## config.mk

```make
export PLATFORM = sky130hd
export DESIGN_NAME = apb_rr_master
export DESIGN_NICKNAME = d
export VERILOG_FILES = /design/src/rtl/apb_rr_master.sv
export SDC_FILE = /design/constraint.sdc
export NUM_CORES = 1
export LEC_CHECK = 0
export ABC_AREA = 0
export CAP_MARGIN = 20
export CORE_ASPECT_RATIO = 0.7
export CORE_MARGIN = 2
export CORE_UTILIZATION = 46
export DETAILED_ROUTE_END_ITERATION = 16
export GPL_ROUTABILITY_DRIVEN = 0
export GPL_TIMING_DRIVEN = 0
export PLACE_DENSITY = 0.87
export SLEW_MARGIN = 20
export SYNTH_ARGS = -nofsm -noshare
export SYNTH_HDL_FRONTEND = slang
export SYNTH_SLANG_ARGS = --single-unit
```

## constraint.sdc

```tcl
create_clock -name clk -period 2.4 [get_ports clk]
set_clock_uncertainty 0.15 [all_clocks]
set_input_delay 0.48 -clock clk [delete_from_list [all_inputs] [get_ports clk]]
set_output_delay 0.48 -clock clk [all_outputs]
set_load 0.01 [all_outputs]
```

## src/rtl/apb_rr_master.sv

```systemverilog
// Two-requester APB master: round-robin grant, SETUP/ACCESS sequencing,
// wait-state counting with a bounded timeout that aborts with an error pulse.
module apb_rr_master #(
    parameter int ADDR_W  = 8,
    parameter int DATA_W  = 8,
    parameter int TIMEOUT = 15
) (
    input  logic              clk,
    input  logic              rst,
    input  logic              req0,
    input  logic              req1,
    input  logic              write0,
    input  logic              write1,
    input  logic [ADDR_W-1:0] addr0,
    input  logic [ADDR_W-1:0] addr1,
    input  logic [DATA_W-1:0] wdata0,
    input  logic [DATA_W-1:0] wdata1,
    output logic              done0,
    output logic              done1,
    output logic              err0,
    output logic              err1,
    output logic [DATA_W-1:0] rdata,
    output logic              psel,
    output logic              penable,
    output logic              pwrite,
    output logic [ADDR_W-1:0] paddr,
    output logic [DATA_W-1:0] pwdata,
    input  logic              pready,
    input  logic [DATA_W-1:0] prdata
);

    localparam int CNT_W = $clog2(TIMEOUT + 1);

    typedef enum logic [1:0] {
        ST_IDLE   = 2'd0,
        ST_SETUP  = 2'd1,
        ST_ACCESS = 2'd2
    } state_t;

    state_t             r_state;
    logic               r_last;
    logic               r_gnt;
    logic [CNT_W-1:0]   r_cnt;
    logic               r_done0;
    logic               r_done1;
    logic               r_err0;
    logic               r_err1;
    logic [DATA_W-1:0]  r_rdata;
    logic               r_psel;
    logic               r_penable;
    logic               r_pwrite;
    logic [ADDR_W-1:0]  r_paddr;
    logic [DATA_W-1:0]  r_pwdata;
    logic               w_gnt;

    // Round-robin pick: a tie goes to the requester not granted last time.
    always_comb begin
        w_gnt = 1'b0;
        if (req0 && req1) begin
            w_gnt = ~r_last;
        end else begin
            w_gnt = req1;
        end
    end

    // Transfer FSM with all bus and completion outputs registered.
    always_ff @(posedge clk or negedge rst) begin
        if (!rst) begin
            r_state   <= ST_IDLE;
            r_last    <= 1'b1;
            r_gnt     <= 1'b0;
            r_cnt     <= {CNT_W{1'b0}};
            r_done0   <= 1'b0;
            r_done1   <= 1'b0;
            r_err0    <= 1'b0;
            r_err1    <= 1'b0;
            r_rdata   <= {DATA_W{1'b0}};
            r_psel    <= 1'b0;
            r_penable <= 1'b0;
            r_pwrite  <= 1'b0;
            r_paddr   <= {ADDR_W{1'b0}};
            r_pwdata  <= {DATA_W{1'b0}};
        end else begin
            r_done0 <= 1'b0;
            r_done1 <= 1'b0;
            r_err0  <= 1'b0;
            r_err1  <= 1'b0;
            case (r_state)
                ST_IDLE: begin
                    r_penable <= 1'b0;
                    if (req0 || req1) begin
                        r_state  <= ST_SETUP;
                        r_gnt    <= w_gnt;
                        r_last   <= w_gnt;
                        r_pwrite <= w_gnt ? write1 : write0;
                        r_paddr  <= w_gnt ? addr1 : addr0;
                        r_pwdata <= w_gnt ? wdata1 : wdata0;
                        r_psel   <= 1'b1;
                        r_cnt    <= {CNT_W{1'b0}};
                    end else begin
                        r_psel <= 1'b0;
                    end
                end
                ST_SETUP: begin
                    r_state   <= ST_ACCESS;
                    r_penable <= 1'b1;
                end
                ST_ACCESS: begin
                    if (pready) begin
                        r_state   <= ST_IDLE;
                        r_psel    <= 1'b0;
                        r_penable <= 1'b0;
                        r_done0   <= ~r_gnt;
                        r_done1   <= r_gnt;
                        if (!r_pwrite) begin
                            r_rdata <= prdata;
                        end else begin
                            r_rdata <= r_rdata;
                        end
                    end else if (r_cnt == CNT_W'(TIMEOUT)) begin
                        // Slave never answered: abort and report an error.
                        r_state   <= ST_IDLE;
                        r_psel    <= 1'b0;
                        r_penable <= 1'b0;
                        r_err0    <= ~r_gnt;
                        r_err1    <= r_gnt;
                        r_rdata   <= {DATA_W{1'b0}};
                    end else begin
                        r_cnt <= r_cnt + {{(CNT_W-1){1'b0}}, 1'b1};
                    end
                end
                default: begin
                    r_state   <= ST_IDLE;
                    r_psel    <= 1'b0;
                    r_penable <= 1'b0;
                end
            endcase
        end
    end

    assign done0   = r_done0;
    assign done1   = r_done1;
    assign err0    = r_err0;
    assign err1    = r_err1;
    assign rdata   = r_rdata;
    assign psel    = r_psel;
    assign penable = r_penable;
    assign pwrite  = r_pwrite;
    assign paddr   = r_paddr;
    assign pwdata  = r_pwdata;

endmodule

```

==> results.json, run 1 <==
{
  "cp_cell_sequence": "clkdlybuf4s50_1 > a21boi_1 > buf_6 > buf_6 > mux2_4 > mux2_4",
  "clockRootBuffer": "clkbuf_8",
  "syn_nets": 175,
  "clkSinkCount": 39,
  "wl_met1_um": 1800,
  "critPathRequiredTime_ns": 2.43,
  "multi_input_comb_area_um2": 831,
  "path_class": "input port to flop",
  "rsz0062_at_grt": "no",
  "met2_length_um": 2170,
  "initialDrtViolationCount": 102,
  "htree_num_levels": 2,
  "cp-start-kind": "input port",
  "holdWs_ns": 0.337,
  "ir_worst_vdd_mv": 0.682,
  "via_count": 1376,
  "critPathCaptureType": "flop",
  "track_usage_pct": 19.7,
  "period_share_pct": 87.1,
  "antenna_found_initial": 0,
  "p_per_area_nw_per_um2": 1100,
  "cts_setup_buffers": 0,
  "dp_cells": 257,
  "place_area_um2": 2740,
  "finalHoldViolCount": 0,
  "r2r_slack_ns": 0.60,
  "ys_ff_latch": 39,
  "tightest_slew_ns": 0.497,
  "hold_buffers": 1,
  "cts_buffers": 5,
  "worst-r2r-cell-count": 4,
  "grt_pass1_vias": 1417,
  "syn_inst": 127,
  "seqCellArea_um2": 977,
  "ys_types": 34,
  "remaining_drc_errors": 0,
  "grt_max_degree": 31,
  "r2r_start": "r_cnt[0]",
  "drive_gt1_share_pct": 26.6,
  "cts_tree": "yes",
  "grt_first_pass_wirelength_um": 6710,
  "synth_top_area_share_pct": 50.4,
  "initial_core_util_pct": 48.1,
  "most-common-layout-cells": "clkdlybuf4s50_1 (76), dfrtp_1 (38), mux2_4 (25)",
  "nFillCells": 266,
  "post_cts_resized": 0,
  "clk_path_buf_depth": 2,
  "r2r_end": "r_cnt[1]",
  "route.met3.wl_um": 312,
  "synth.cell_area_um2": 1890,
  "seq_area_frac_synth_pct": 51.8,
  "synth_warnings": 0,
  "die-area_um2": 4640,
  "leakagePower_uw": 0.00125,
  "drt-wirelength-per-cell_um": 16.2,
  "min_period_ns": 2.09,
  "n_antenna_cell": 0,
  "status": "finished clean",
  "maxCapViolCount": 0,
  "final_nets": 261,
  "p_total_uw": 3110,
  "area_delta_synth_final_pct": 50.0,
  "synth_area_leaders": "dfrtp_1 (50%), mux2_4 (20%), mux2_2 (6.6%)",
  "die_w_um": 80.5,
  "synth_top_area_cell": "dfrtp_1",
  "routed_wl_um": 4310,
  "cp-endpoint": "paddr[2]",
  "ant_nets": 0,
  "clk_latency_ns": 0.29,
  "clk_pin_slew_ns": 0.07,
  "avgViaCountPerCell": 5.17,
  "design.core.area_um2": 3920,
  "fmaxAchievable_ghz": 0.479,
  "arrival_ns": 2.12,
  "fin_cells": 266,
  "first_pass_iters": 4,
  "cp_max_fo": 10,
  "die_h_um": 57.6,
  "placementRows": 19,
  "grt-ovfl-total": 0,
  "syn_area_per_cell_um2": 14.8,
  "slowest_delay_ns": 0.49,
  "routed.top_layer": "met4",
  "final_common_cell": "clkdlybuf4s50_1",
  "drv_slew": 0,
  "setup_violations": 0,
  "io_pins": 78,
  "max-slew-margin-rel_pct": 66.8,
  "slowest_stage": "clkdlybuf4s50_1",
  "port_buffers": 77,
  "hold_path_class": "flop to flop",
  "fin_area_um2": 2830,
  "setup.worst_path.start": "req1",
  "dp_hpwl_um": 3270
}
==> flip-flops by register name (all words and copies together), names as in the netlist <==
register,flops
pwdata,8
rdata,8
r_cnt,4
penable,1
r_state,2
err0,1
err1,1
psel,1
pwrite,1
r_last,1
paddr,8
done1,1
done0,1
r_gnt,1
==> layer usage <==
metal	vias to the layer above	global-route usage (%)
met5	-	0
met2	58	34.2
met4	0	3.63
met1	676	23.7
li1	639	-
met3	3	7.75
==> Yosys cell counts (all sizes together) <==
library cell  count
nor2b             1
dfrtp            38
and4bb            1
nor3b             1
o2bb2ai           1
and4              1
nor2              2
and3              2
or2               1
a22o              8
mux2             36
nand2             2
a2111oi           1
dfstp             1
a21oi             6
nor3              2
o21bai            1
ha                1
clkbuf            1
a21boi            1
nor4bb            2
inv               3
buf               6
nand3             2
a32o              1
a41oi             1
a21o              1
and4b             1
and2              2
==> worst min-delay path by stage <==
| stage | startpoint | endpoint | slack, ns | cells past startpoint |
|---|---|---|---|---|
| 4_1_cts | penable | penable | 0.34 | 1 |
| 5_1_grt | rdata[7] | rdata[7] | 0.36 | 1 |
| 3_3_place_gp | penable | penable | 0.32 | 1 |
| 2_1_floorplan | rst | done0 | 0.03 | 0 |
| 3_5_place_dp | rst | penable | 0.20 | 1 |
| 6_report | penable | penable | 0.34 | 1 |
==> area by class of cell <==
class / instances / share of cell area [%]
Multi-Input combinational cell: 78 / 29.4
Tap cell: 52 / 2.30
Clock inverter: 1 / 0.177
Clock buffer: 7 / 2.70
Buffer: 7 / 2.35
Timing Repair Buffer: 79 / 28.1
Inverter: 3 / 0.398
Sequential cell: 39 / 34.6
==> power breakdown <==
| part | total (µW) | switching (µW) | internal, µW |
|---|---|---|---|
| Sequential | 1140 | 194 | 944 |
| Combinational | 1550 | 550 | 997 |
| Clock | 428 | 224 | 204 |
==> worst max-delay path: cells and delay by family <==
| kind | cells | cell delay, ns |
|---|---|---|
| mux | 2 | 0.57 |
| buf+inv | 3 | 0.85 |
| compound gates | 1 | 0.21 |
==> through the flow <==
| step | setup TNS (ns) | util (%) | setup WS [ns] |
|---|---|---|---|
| 5_1_grt | 0 | 72.1 | 0.282 |
| 4_1_cts | 0 | 72.1 | 0.304 |
| 6_report | 0 | 72.1 | 0.310 |
| 3_3_place_gp | -4.51 | 69.4 | -0.121 |
| 3_5_place_dp | -0.0282 | 69.8 | -0.0111 |
| 2_1_floorplan | 0 | - | 0.629 |
==> cell families after synthesis <==
kind of cell	count (synthesis)	synth area share [%]
buffers and inverters	10	4.11
flip-flops	39	51.8
AND/OR/NAND/NOR	20	7.83
AO/OA/AOI/OAI	21	9.09
multiplexers	36	26.5
adder cells (fa/ha/maj)	1	0.663
Power figures use the tool's default switching activity.
==> inputs of run 2 (changes only) <==
--- a/config.mk
+++ b/config.mk
@@ -9,11 +9,11 @@
 export CAP_MARGIN = 20
 export CORE_ASPECT_RATIO = 0.7
 export CORE_MARGIN = 2
-export CORE_UTILIZATION = 46
+export CORE_UTILIZATION = 43
 export DETAILED_ROUTE_END_ITERATION = 16
 export GPL_ROUTABILITY_DRIVEN = 0
 export GPL_TIMING_DRIVEN = 0
-export PLACE_DENSITY = 0.87
+export PLACE_DENSITY = 0.82
 export SLEW_MARGIN = 20
 export SYNTH_ARGS = -nofsm -noshare
 export SYNTH_HDL_FRONTEND = slang
==> constraint.sdc (replaced) <==
create_clock -name clk -period 2 [get_ports clk]
set_clock_uncertainty 0.15 [all_clocks]
set_input_delay 0.4 -clock clk [delete_from_list [all_inputs] [get_ports clk]]
set_output_delay 0.4 -clock clk [all_outputs]
set_load 0.01 [all_outputs]
==> results.json, run 2 (synthesis gave the netlist of run 1 again) <==
{
  "clkSinkCount": 39,
  "hold_path_class": "input port to async pin",
  "grt_pass1_vias": 1385,
  "tightest_slew_ns": 0.474,
  "critPathRequiredTime_ns": 2.03,
  "cts_buffers": 5,
  "p_sw_uw": 1160,
  "antenna_found_initial": 0,
  "die_w_um": 83.1,
  "remaining_drc_errors": 0,
  "initialDrtViolationCount": 44,
  "swShare_pct": 29.9,
  "critPathCaptureType": "flop",
  "p_clk_share_pct": 17.5,
  "dp_hpwl_um": 3030,
  "final_nets": 260,
  "first_pass_iters": 4,
  "initial_core_util_pct": 44.1,
  "pre_cts_slack_ns": -0.329,
  "nFillCells": 318,
  "die-area_um2": 4940,
  "routed_wl_um": 4350,
  "worst-r2r-cell-count": 4,
  "avgViaCountPerCell": 5.03,
  "design.core.area_um2": 4280,
  "cts_tree": "yes",
  "most-common-layout-cells": "clkdlybuf4s50_1 (76), dfrtp_1 (38), mux2_4 (25)",
  "combPwrFrac_pct": 47.8,
  "path_class": "input port to flop",
  "cp_num_buf_inv": 2,
  "period_share_pct": 97.4,
  "maxCapViolCount": 0,
  "n_antenna_cell": 0,
  "die_h_um": 59.4,
  "clk_latency_ns": 0.29,
  "track_usage_pct": 18.4,
  "drt-wirelength-per-cell_um": 16.2,
  "drv_slew": 0,
  "fin_ws_ns": 0.0510,
  "final_util_pct": 67.0,
  "slowest_delay_ns": 0.51,
  "io_pins": 78,
  "placementRows": 20,
  "cp-start-kind": "input port",
  "slowest_stage": "clkdlybuf4s50_1",
  "setup_violations": 0,
  "rsz0062_at_grt": "no",
  "drive_gt1_share_pct": 27.7,
  "p_per_area_nw_per_um2": 1360,
  "cp_max_fo": 19,
  "clk_pin_slew_ns": 0.07,
  "intPower_uw": 2730,
  "htree_num_levels": 2,
  "cp_top_family": "buffers and inverters",
  "grt-ovfl-total": 0,
  "ir_worst_vdd_mv": 0.633,
  "fmaxAchievable_ghz": 0.513,
  "grt_max_degree": 33,
  "cts_setup_buffers": 0,
  "clockRootBuffer": "clkbuf_8",
  "min_period_ns": 1.95,
  "port_buffers": 77,
  "cp_cell_sequence": "clkdlybuf4s50_1 > a21boi_2 > buf_12 > mux2_2 > mux2_4",
  "leakagePower_uw": 0.00127,
  "via_count": 1349,
  "final_common_cell": "clkdlybuf4s50_1",
  "setup.worst_path.start": "req1",
  "grt_first_pass_wirelength_um": 6830,
  "max-slew-margin-rel_pct": 68.4,
  "seqPwrFrac_pct": 34.7,
  "status": "finished clean",
  "r2r_start": "r_cnt[0]",
  "fin_tns_setup_ns": 0,
  "finalHoldViolCount": 0,
  "ant_nets": 0,
  "area_delta_synth_final_pct": 52.2,
  "cp_num_cells": 5,
  "arrival_ns": 1.98,
  "clk_path_buf_depth": 2
}
[run 2: changes by cell type in the layout (fill, tap and decap cells not counted), sizes merged]
cell	previous run	this run
buf	8	7
bufinv	0	1
clkbuf	8	7
[run 2: worst paths after layout]
check | to | slack [ns]
worst max-delay path | paddr[6] | 0.05
worst min-delay path | paddr[5] | 0.34
worst max register to register | r_cnt[1] | 0.22
worst min register to register | penable | 0.35
max in group asynchronous | r_last | 0.88
min in group clk | penable | 0.35
[run 2: routing by layer]
layer	wire length [µm]	track usage (%)	vias up	part of all wire, %
met5	0	0	-	0
met2	2020	29.4	43	46
met1	2050	23.4	659	47
met3	206	5.29	9	4.7
met4	81	9.37	0	1.9
li1	-	-	638	-
[run 2: layout make-up]
| cell class | count | area, µm² | area share [%] |
|---|---|---|---|
| Sequential cell | 39 | 977 | 34.1 |
| Timing Repair Buffer | 79 | 796 | 27.7 |
| Tap cell | 55 | 68.8 | 2.40 |
| Inverter | 3 | 11.3 | 0.392 |
| Clock inverter | 2 | 35.0 | 1.22 |
| Clock buffer | 6 | 82.6 | 2.88 |
| Multi-Input combinational cell | 78 | 835 | 29.1 |
| Buffer | 6 | 63.8 | 2.22 |
[run 2: timing repair]
action / 4_1_cts / 5_1_grt
hold buffers: 1 / 0
setup endpoints to repair: 8 / 9
hold endpoints to repair: 7 / 0
resized for setup: 1 / 2
[run 2: metrics by stage]
stage	power (µW)	hold slack, ns	cells	instance area, µm²
after floorplan	2390	-0.0456	127	1890
after global placement	3180	0.327	259	2730
after detailed placement	3220	0.112	260	2740
after CTS	3920	0.325	268	2860
after global routing	4100	0.352	268	2870
final	3900	0.339	268	2870
[run 2: power groups by stage]
| stage | sequential (µW) | clock, µW | combinational (µW) |
|---|---|---|---|
| after CTS | 1350 | 698 | 1880 |
| after global placement | 1340 | 0 | 1840 |
| after floorplan | 1460 | 0 | 926 |
| after global routing | 1390 | 729 | 1980 |
| after detailed placement | 1360 | 0 | 1870 |
| final | 1350 | 681 | 1860 |
==> inputs of run 3 (changes only) <==
--- a/config.mk
+++ b/config.mk
@@ -14,6 +14,7 @@
 export GPL_ROUTABILITY_DRIVEN = 0
 export GPL_TIMING_DRIVEN = 0
 export PLACE_DENSITY = 0.82
+export RECOVER_POWER = 50
 export SLEW_MARGIN = 20
 export SYNTH_ARGS = -nofsm -noshare
 export SYNTH_HDL_FRONTEND = slang
==> results.json, run 3 (synthesis gave the netlist of run 1 again) <==
{
  "first_pass_iters": 4,
  "clk_pin_slew_ns": 0.07,
  "p_total_uw": 3870,
  "antenna_found_initial": 0,
  "drt-wirelength-per-cell_um": 16.2,
  "die-area_um2": 4940,
  "cp_max_fo": 19,
  "clockRootBuffer": "clkbuf_8",
  "fin_cells": 268,
  "routed_wl_um": 4330,
  "grt-ovfl-total": 0,
  "cts_setup_buffers": 0,
  "grt_first_pass_wirelength_um": 6830,
  "clk_latency_ns": 0.29,
  "setup.worst_path.start": "req1",
  "port_buffers": 77,
  "dp_cells": 260,
  "ir_worst_vdd_mv": 0.630,
  "tightest_slew_ns": 0.692,
  "die_h_um": 59.4,
  "slowest_stage": "clkdlybuf4s50_1",
  "cp_num_cells": 5,
  "slowest_delay_ns": 0.51,
  "die_w_um": 83.1,
  "rsz0062_at_grt": "no",
  "worst-r2r-cell-count": 4,
  "cp_cell_sequence": "clkdlybuf4s50_1 > a21boi_2 > buf_12 > mux2_2 > mux2_4",
  "cp-start-kind": "input port",
  "track_usage_pct": 18.4,
  "ant_nets": 0,
  "cp_num_buf_inv": 2,
  "cp_top_family": "buffers and inverters",
  "max-slew-margin-rel_pct": 53.9,
  "leakagePower_uw": 0.00127,
  "via_count": 1351,
  "most-common-layout-cells": "clkdlybuf4s50_1 (69), dfrtp_1 (38), mux2_4 (25)",
  "design.core.area_um2": 4280,
  "r2r_slack_ns": 0.24,
  "fmaxAchievable_ghz": 0.513,
  "grt-busiest-layer": "met2",
  "initial_core_util_pct": 44.1,
  "final_nets": 260,
  "cp-endpoint": "paddr[6]",
  "grt_pass1_vias": 1385,
  "cts_tree": "yes",
  "cts_buffers": 5,
  "maxCapViolCount": 0,
  "status": "finished clean",
  "io_pins": 78,
  "arrival_ns": 1.98,
  "period_share_pct": 97.6,
  "hold_path_class": "flop to flop",
  "placementRows": 20,
  "drive_gt1_share_pct": 27.2,
  "finalHoldViolCount": 0,
  "n_antenna_cell": 0,
  "r2r_start": "r_cnt[0]",
  "final_common_cell": "clkdlybuf4s50_1",
  "critPathCaptureType": "flop",
  "area_delta_synth_final_pct": 51.3,
  "min_period_ns": 1.95,
  "met3_usage_pct": 5.29,
  "remaining_drc_errors": 0,
  "clk_path_buf_depth": 2,
  "drv_slew": 0,
  "initialDrtViolationCount": 47,
  "grt_use_met1_pct": 23.4,
  "use_met2_pct": 29.4,
  "htree_num_levels": 2,
  "clkSinkCount": 39,
  "p_per_area_nw_per_um2": 1360,
  "avgViaCountPerCell": 5.04,
  "setup_violations": 0,
  "dp_hpwl_um": 3030,
  "critPathRequiredTime_ns": 2.03,
  "path_class": "input port to flop",
  "grt_max_degree": 33,
  "r2r_end": "r_cnt[1]"
}
## run 3: changes by cell type in the layout (fill, tap and decap cells not counted)
cell / before / now
and2_1: 1 / 0
and2_0: 0 / 1
clkbuf_1: 0 / 1
clkdlybuf4s50_1: 76 / 69
buf_12: 2 / 1
dlygate4sd3_1: 1 / 8
## run 3: metal layers
metal	part of all wire, %	vias up
met2	47	50
met3	5.3	9
met5	0	-
met1	45	654
li1	-	638
met4	1.9	0
## run 3: how the worst min path moves through the flow
stage / from / endpoint / slack, ns / cells past startpoint
4_1_cts: rst / paddr[5] / 0.33 / 2
5_1_grt: paddr[2] / paddr[2] / 0.37 / 1
3_5_place_dp: rst / paddr[5] / 0.11 / 1
6_report: penable / penable / 0.35 / 1
3_3_place_gp: penable / penable / 0.33 / 1
2_1_floorplan: rst / done0 / -0.05 / 0
## run 3: area by class of cell
class	instances	area, µm²
plain buffers	6	63.8
clock buffers	6	82.6
clock inverters	2	35.0
fillers	320	1430
inverters	3	11.3
multi-input cells	78	835
flip-flops and latches	39	977
well taps	55	68.8
repair buffers	79	779
## run 3: metrics by stage
| step | cell area, µm² | setup TNS, ns | worst slack [ns] | util (%) | hold slack (ns) |
|---|---|---|---|---|---|
| 2_1_floorplan | 1890 | 0 | 0.309 | - | -0.0456 |
| 3_3_place_gp | 2730 | -25.07 | -0.557 | 63.7 | 0.327 |
| 3_5_place_dp | 2740 | -4.58 | -0.329 | 64.0 | 0.112 |
| 4_1_cts | 2860 | 0 | 0.0435 | 66.8 | 0.325 |
| 5_1_grt | 2850 | 0 | 0.000895 | 66.7 | 0.367 |
| 6_report | 2850 | 0 | 0.0489 | 66.7 | 0.348 |
## run 3: power by group
part / total (µW) / switching (µW) / leakage (µW) / internal (µW)
clock: 676 / 273 / 0.0000612 / 403
sequential: 1350 / 218 / 0.000481 / 1130
combinational: 1850 / 667 / 0.000732 / 1180
total: 3870 / 1160 / 0.00127 / 2720
## run 3: repair_timing
action	4_1_cts	5_1_grt
gates resized for setup	1	2
hold endpoints to repair	7	0
endpoints found under the setup margin	8	9
hold buffers	1	0
gates cloned	0	0
